===== src/rtl/btn_conditioner.sv =====
// btn_conditioner: cleans the raw active-low UP, DOWN and SET push-buttons.
// Per key: 2-FF synchroniser, debounce counter, one-cycle press event and a
// pulse stretcher that holds each export long enough for a polled PIO.
// UP and DOWN lock each other out while both are held.
// Optional feature macro: BTN_AUTOREPEAT_EN adds an auto-repeat FSM on UP and
// DOWN (IDLE, DELAY, REPEAT, LOCKED). Without it every debounced press gives
// exactly one event and lockout is tracked by a simple per-key flag.
module btn_conditioner #(
   parameter int DEBOUNCE_CYCLES     = 1000000,
   parameter int STRETCH_CYCLES      = 2500000,
   parameter int REPEAT_DELAY_CYCLES = 25000000,
   parameter int REPEAT_RATE_CYCLES  = 5000000
) (
   input  logic       clk_clk,
   input  logic       reset_reset,
   input  logic       btn_up_n,
   input  logic       btn_down_n,
   input  logic       btn_set_n,
   output logic       btn_up_export,
   output logic       btn_down_export,
   output logic       btn_set_export,
   output logic [2:0] btn_level,
   output logic [2:0] btn_evt
);

   localparam int DB_W = $clog2(DEBOUNCE_CYCLES + 1);
   localparam int ST_W = $clog2(STRETCH_CYCLES + 1);
   localparam logic [DB_W-1:0] DB_LAST = DB_W'(DEBOUNCE_CYCLES - 1);
   localparam logic [ST_W-1:0] ST_LOAD = ST_W'(STRETCH_CYCLES);

   // Elaboration-time guard against parameter values the counters cannot honour.
   generate
      if (DEBOUNCE_CYCLES < 1 || STRETCH_CYCLES < 1 ||
          REPEAT_DELAY_CYCLES < 1 || REPEAT_RATE_CYCLES < 1) begin : g_bad_cfg
         $error("btn_conditioner: cycle parameters must all be at least 1");
      end
   endgenerate

   // Key index order everywhere: [0]=UP, [1]=DOWN, [2]=SET.
   logic [2:0]      raw_act;
   logic [2:0]      sync1;
   logic [2:0]      sync2;
   logic [2:0]      stable;
   logic [2:0]      level_q;
   logic [2:0]      base_evt;
   logic [2:0]      key_evt;
   logic [DB_W-1:0] db_cnt [3];
   logic [ST_W-1:0] st_cnt [3];
   logic            lock;
   logic [1:0]      locked;
   logic [1:0]      rpt_evt;

   assign raw_act = ~{btn_set_n, btn_down_n, btn_up_n};

   // Two-stage synchroniser; reset value 0 means "released".
   always_ff @(posedge clk_clk or posedge reset_reset) begin
      if (reset_reset) begin
         sync1 <= '0;
         sync2 <= '0;
      end else begin
         sync1 <= raw_act;
         sync2 <= sync1;
      end
   end

   // Debounce: accept the synchronised level after DEBOUNCE_CYCLES consecutive mismatches.
   always_ff @(posedge clk_clk or posedge reset_reset) begin
      if (reset_reset) begin
         stable <= '0;
         for (int k = 0; k < 3; k++) db_cnt[k] <= '0;
      end else begin
         for (int k = 0; k < 3; k++) begin
            if (sync2[k] == stable[k]) begin
               db_cnt[k] <= '0;
            end else if (db_cnt[k] == DB_LAST) begin
               stable[k] <= sync2[k];
               db_cnt[k] <= '0;
            end else begin
               db_cnt[k] <= db_cnt[k] + DB_W'(1);
            end
         end
      end
   end

   // Previous debounced level, for rising-edge detection.
   always_ff @(posedge clk_clk or posedge reset_reset) begin
      if (reset_reset) level_q <= '0;
      else             level_q <= stable;
   end

   assign base_evt = stable & ~level_q;
   assign lock     = stable[0] & stable[1];

`ifdef BTN_AUTOREPEAT_EN
   typedef enum logic [1:0] {
      RPT_IDLE   = 2'd0,
      RPT_DELAY  = 2'd1,
      RPT_REPEAT = 2'd2,
      RPT_LOCKED = 2'd3
   } rpt_state_t;

   localparam int RP_MAX = (REPEAT_DELAY_CYCLES > REPEAT_RATE_CYCLES) ?
                           REPEAT_DELAY_CYCLES : REPEAT_RATE_CYCLES;
   localparam int RP_W   = $clog2(RP_MAX + 1);
   // Counters load N-1 on entry so that expiry (count==0) lands N cycles after the trigger.
   localparam logic [RP_W-1:0] RP_DLY  = RP_W'(REPEAT_DELAY_CYCLES - 1);
   localparam logic [RP_W-1:0] RP_RATE = RP_W'(REPEAT_RATE_CYCLES - 1);

   for (genvar k = 0; k < 2; k++) begin : g_rpt
      rpt_state_t      state_q;
      rpt_state_t      state_d;
      logic [RP_W-1:0] cnt_q;
      logic [RP_W-1:0] cnt_d;
      logic            fire;

      // Repeat FSM state and counter registers.
      always_ff @(posedge clk_clk or posedge reset_reset) begin
         if (reset_reset) begin
            state_q <= RPT_IDLE;
            cnt_q   <= '0;
         end else begin
            state_q <= state_d;
            cnt_q   <= cnt_d;
         end
      end

      // Next state: release wins over lockout, lockout wins over timing.
      always_comb begin
         state_d = state_q;
         cnt_d   = cnt_q;
         fire    = 1'b0;
         if (!stable[k]) begin
            state_d = RPT_IDLE;
            cnt_d   = '0;
         end else if (lock) begin
            state_d = RPT_LOCKED;
            cnt_d   = '0;
         end else begin
            case (state_q)
               RPT_IDLE: begin
                  if (base_evt[k]) begin
                     state_d = RPT_DELAY;
                     cnt_d   = RP_DLY;
                  end
               end
               RPT_DELAY, RPT_REPEAT: begin
                  if (cnt_q == '0) begin
                     fire    = 1'b1;
                     state_d = RPT_REPEAT;
                     cnt_d   = RP_RATE;
                  end else begin
                     cnt_d = cnt_q - RP_W'(1);
                  end
               end
               RPT_LOCKED: state_d = RPT_LOCKED;
               default:    state_d = RPT_IDLE;
            endcase
         end
      end

      assign rpt_evt[k] = fire;
      assign locked[k]  = (state_q == RPT_LOCKED);
   end
`else
   logic [1:0] locked_q;

   // Lockout memory: set while both keys are down, cleared only by releasing the key itself.
   always_ff @(posedge clk_clk or posedge reset_reset) begin
      if (reset_reset) begin
         locked_q <= '0;
      end else begin
         for (int k = 0; k < 2; k++) begin
            if (!stable[k])  locked_q[k] <= 1'b0;
            else if (lock)   locked_q[k] <= 1'b1;
         end
      end
   end

   assign locked  = locked_q;
   assign rpt_evt = '0;
`endif

   // UP/DOWN events are blocked during lockout and until each locked key is released.
   assign key_evt[1:0] = (base_evt[1:0] | rpt_evt) & ~({2{lock}} | locked);
   assign key_evt[2]   = base_evt[2];

   // Stretcher: each event (re)loads the counter, export is high while it is non-zero.
   always_ff @(posedge clk_clk or posedge reset_reset) begin
      if (reset_reset) begin
         for (int k = 0; k < 3; k++) st_cnt[k] <= '0;
      end else begin
         for (int k = 0; k < 3; k++) begin
            if (key_evt[k])            st_cnt[k] <= ST_LOAD;
            else if (st_cnt[k] != '0)  st_cnt[k] <= st_cnt[k] - ST_W'(1);
         end
      end
   end

   assign btn_up_export   = (st_cnt[0] != '0);
   assign btn_down_export = (st_cnt[1] != '0);
   assign btn_set_export  = (st_cnt[2] != '0);
   assign btn_level       = stable;
   assign btn_evt         = key_evt;

endmodule

===== config.mk =====
export PLATFORM = sky130hd
export DESIGN_NAME = btn_conditioner
export DESIGN_NICKNAME = d
export VERILOG_FILES = /design/src/rtl/btn_conditioner.sv
export SDC_FILE = /design/constraint.sdc
export NUM_CORES = 1
export LEC_CHECK = 0
export CAP_MARGIN = 30
export CORE_MARGIN = 3
export CORE_UTILIZATION = 38
export CTS_BUF_LIST = sky130_fd_sc_hd__clkbuf_4 sky130_fd_sc_hd__clkbuf_8
export DETAILED_ROUTE_END_ITERATION = 8
export PLACE_DENSITY_LB_ADDON = 0.15
export RECOVER_POWER = 100
export SLEW_MARGIN = 20
export SYNTH_ARGS = -nofsm -noshare
export SYNTH_HDL_FRONTEND = slang
export SYNTH_SLANG_ARGS = --single-unit

===== constraint.sdc =====
create_clock -name clk_clk -period 9.55 [get_ports clk_clk]
set_input_delay 1.4325 -clock clk_clk [delete_from_list [all_inputs] [get_ports clk_clk]]
set_output_delay 1.4325 -clock clk_clk [all_outputs]
set_load 0.02 [all_outputs]

==> flow_summary.yaml <==
run_status:
  outcome: "finished with violations"
  violations: "max-capacitance violations, max-slew violations"
floorplanning:
  dieWidth_um: 140
  design.die.area_um2: 19600
  io_pins: 14
  dieHeight_um: 140
  initial_core_util_pct: 39.1
  placementRows: 48
  floorplan.core_area_um2: 17500
timing:
  timing.fmax_ghz: 0.177
  period_share_pct: 59.1
  worst_pin_slew_ns: 3.31
  final-setup-viol-count: 0
  hold_worst_slack_ns: 0.353
  max-slew-margin-rel_pct: -121
  rsz_0062_raised_after_global_routing: "no"
  timing_max_transition_violations_final: 103
  final_hold_vios: 0
  post_route_setup_tns_ns: 0
  finalClockSkew_ns: 0.0133
  finalWorstPathRequiredPeriod_ns: 5.65
  timing.final.ws_setup_ns: 3.90
cells_and_area:
  multiInputGateArea_um2: 3110
  postLayoutCellArea_um2: 7570
  n_antenna_cell: 0
  core_utilization_of_the_finished_layout_pct: 43.3
  area.sequential_um2: 3500
  area_growth_syn_to_layout_pct: 10.6
  finalNetCount: 719
  fin_cells: 945
  num-fill-cells: 1695
  post_route_cells_drive_above_1_share_pct: 6.94
cts:
  postCtsSetupBuffers: 0
  worst_setup_hold_path_clk_slew_ns: 0.08
  cts-root-to-sink-buffers: 2
  sink_count: 140
  clockRootBuffer: "sky130_fd_sc_hd__clkbuf_8"
  worst_skew_pair.late_latency_ns: 0.44
  cts_resized: 0
  hold_buffers: 0
  tritoncts_clock_tree: "built"
  ctsHtreeMaxLevel: 4
  cts_inserted_buffers: 17
critical_path:
  worstSetupPathDepth: 4
  worst_setup_path_end_kind: "async pin"
  worst_path_dominant_cell_family: "buffers and inverters"
  setup.worst_path.start_class: "primary input"
  cp.required_ns: 10.10
  critPathCapture: "db_cnt[40]"
  r2r_cells: 7
  timing.rr.start: "st_cnt[0]"
  cp_num_buf_inv: 4
  cp_cell_sequence: "dlygate4sd3_1, clkinvlp_2, clkbuf_1, buf_4"
  critPathMaxStageDelay_ns: 2.42
  crit-reg2reg-capture: "st_cnt[1]"
  r2r_setup_slack_ns: 6.51
  timing.critical_path.slowest_stage_cell: "sky130_fd_sc_hd__clkbuf_1"
  critPathMaxFanout: 62
  worst_setup_path_startpoint: "reset_reset"
  crit_arrival_ns: 6.20
  worstSetupPathType: "in -> async"
place:
  globalplace.congestion: 0.767
  placedInstanceArea_um2: 7160
  setup_slack_at_placement_ns: 5.33
  hpwl_um: 8590
  place.port_buffers: 13
  placed_cells: 913
pwr:
  power_leakage_nw: 3.53
  overall_power_consumption_mw: 1.15
  vdd_drop_max_v: 0.000110
  p_per_area_nw_per_um2: 152
synth:
  synth_cells: 698
  synth_fp_nets: 709
  ys_seq_elements: 140
  syn_avg_cell_area_um2: 9.80
  synth_sequential_area_ratio_pct: 51.2
  synth_warnings: 0
  synth.cell_area_um2: 6840
  ys_types: 62
  synth.top_cell.area_share_pct: 51.2
  synth_enable_flop_cells: 0
  synth.top_cells.by_area: "sky130_fd_sc_hd__dfrtp_1, sky130_fd_sc_hd__xor2_1, sky130_fd_sc_hd__nor2_1, sky130_fd_sc_hd__xnor2_1, sky130_fd_sc_hd__nand2_1"
  ys_async_sr_fraction_pct: 100
  synthFlopType: "sky130_fd_sc_hd__dfrtp_1"
  synth_largest_area_cell: "sky130_fd_sc_hd__dfrtp_1"
global_route:
  antenna_found_initial: 0
  grt_pass1_wl_um: 23200
  grt_start_max_net_pins: 101
  grtUsageTotal_pct: 14.2
  gr-total-overflow: 0
  first_global_vias: 4849
hold_path:
  holdCritStartpoint: "sync1[0]"
  whs_path_depth: 0
  timing.hold.worst.class: "reg -> reg"
drt:
  avgViaCountPerCell: 5.34
  routed_wl_um: 13200
  drt.antenna.violating_nets: 0
  first_iter_violations: 302
  drt_drc_violations_left: 0
  drt_wl_cell_um: 13.9
  firstDrtPassIters: 4
  dr_total_vias: 5044
run:
  max_cap_viol_count: 2
[worst min path at each step]
| stage | endpoint |
|---|---|
| after floorplan | sync2[0] |
| after global placement | sync2[1] |
| after detailed placement | sync2[0] |
| after CTS | sync2[0] |
| after global routing | sync2[0] |
| final | sync2[0] |
[placed cells by master, fill, tap and decap left out, types with 5 or more instances in the layout]
cell	n
sky130_fd_sc_hd__nor3_1	29
sky130_fd_sc_hd__xnor2_1	35
sky130_fd_sc_hd__nand4_1	21
sky130_fd_sc_hd__dlygate4sd3_1	13
sky130_fd_sc_hd__and3_1	10
sky130_fd_sc_hd__nand3_1	36
sky130_fd_sc_hd__nor2_1	106
sky130_fd_sc_hd__or3_1	11
sky130_fd_sc_hd__clkbuf_8	19
sky130_fd_sc_hd__o21ai_0	13
sky130_fd_sc_hd__a21oi_1	21
sky130_fd_sc_hd__o31ai_1	13
sky130_fd_sc_hd__or4_1	12
sky130_fd_sc_hd__nand3b_1	5
sky130_fd_sc_hd__or2_0	5
sky130_fd_sc_hd__o211ai_1	9
sky130_fd_sc_hd__dfrtp_1	140
sky130_fd_sc_hd__nor4_1	17
sky130_fd_sc_hd__a211oi_1	6
sky130_fd_sc_hd__ha_1	6
sky130_fd_sc_hd__xor2_1	50
sky130_fd_sc_hd__nand2_1	52
sky130_fd_sc_hd__inv_1	19
[logic make-up after synthesis]
| logic type | after synthesis | synth area share [%] |
|---|---|---|
| AO/OA/AOI/OAI | 81 | 8.12 |
| XOR/XNOR | 85 | 10.9 |
| adder cells (fa/ha/maj) | 6 | 1.10 |
| buffers and inverters | 47 | 2.85 |
| flip-flops | 140 | 51.2 |
| multiplexers | 6 | 0.951 |
| AND/OR/NAND/NOR | 333 | 24.9 |
[flip-flops by register name, summed over array words and instances, names as in the netlist]
signal     count
sync2          3
locked         2
level_q        3
st_cnt        66
sync1          3
db_cnt        60
btn_level      3
[layout make-up]
type,instances,share of cell area [%]
Clock buffer,20,3.56
Clock inverter,11,2.22
Inverter,22,1.11
Multi-Input combinational cell,511,41.1
Sequential cell,140,46.3
Tap cell,225,3.72
Timing Repair Buffer,16,1.97
[layer usage]
metal,share of wire [%],vias to the layer above,track usage (%),wire length [µm]
met5,0,-,0,0
met4,1.5,0,5.46,197
met3,2.8,15,3.28,375
met2,46,69,21.3,6020
met1,50,2485,20.1,6580
li1,-,2475,-,-
[synth_stat cells (9+ instances only)]
library cell               count
sky130_fd_sc_hd__and3_1       10
sky130_fd_sc_hd__o21ai_0      12
sky130_fd_sc_hd__or4_1        10
sky130_fd_sc_hd__xnor2_1      35
sky130_fd_sc_hd__nand2_1      52
sky130_fd_sc_hd__nand4_1      21
sky130_fd_sc_hd__or3_1        11
sky130_fd_sc_hd__inv_1        20
sky130_fd_sc_hd__o31ai_1      13
sky130_fd_sc_hd__nand3_1      36
sky130_fd_sc_hd__nor4_1       17
sky130_fd_sc_hd__a21oi_1      21
sky130_fd_sc_hd__nor2_1      106
sky130_fd_sc_hd__clkbuf_1     19
sky130_fd_sc_hd__o211ai_1      9
sky130_fd_sc_hd__dfrtp_1     140
sky130_fd_sc_hd__nor3_1       28
sky130_fd_sc_hd__xor2_1       50
[where the power goes]
part           internal, mW  switching [mW]  leakage [nW]
clock                 0.299           0.226         0.218
sequential            0.597         0.00424          1.94
combinational       0.00518          0.0182          1.38
total                 0.901           0.249          3.53
(Power assumes the default switching activity.)
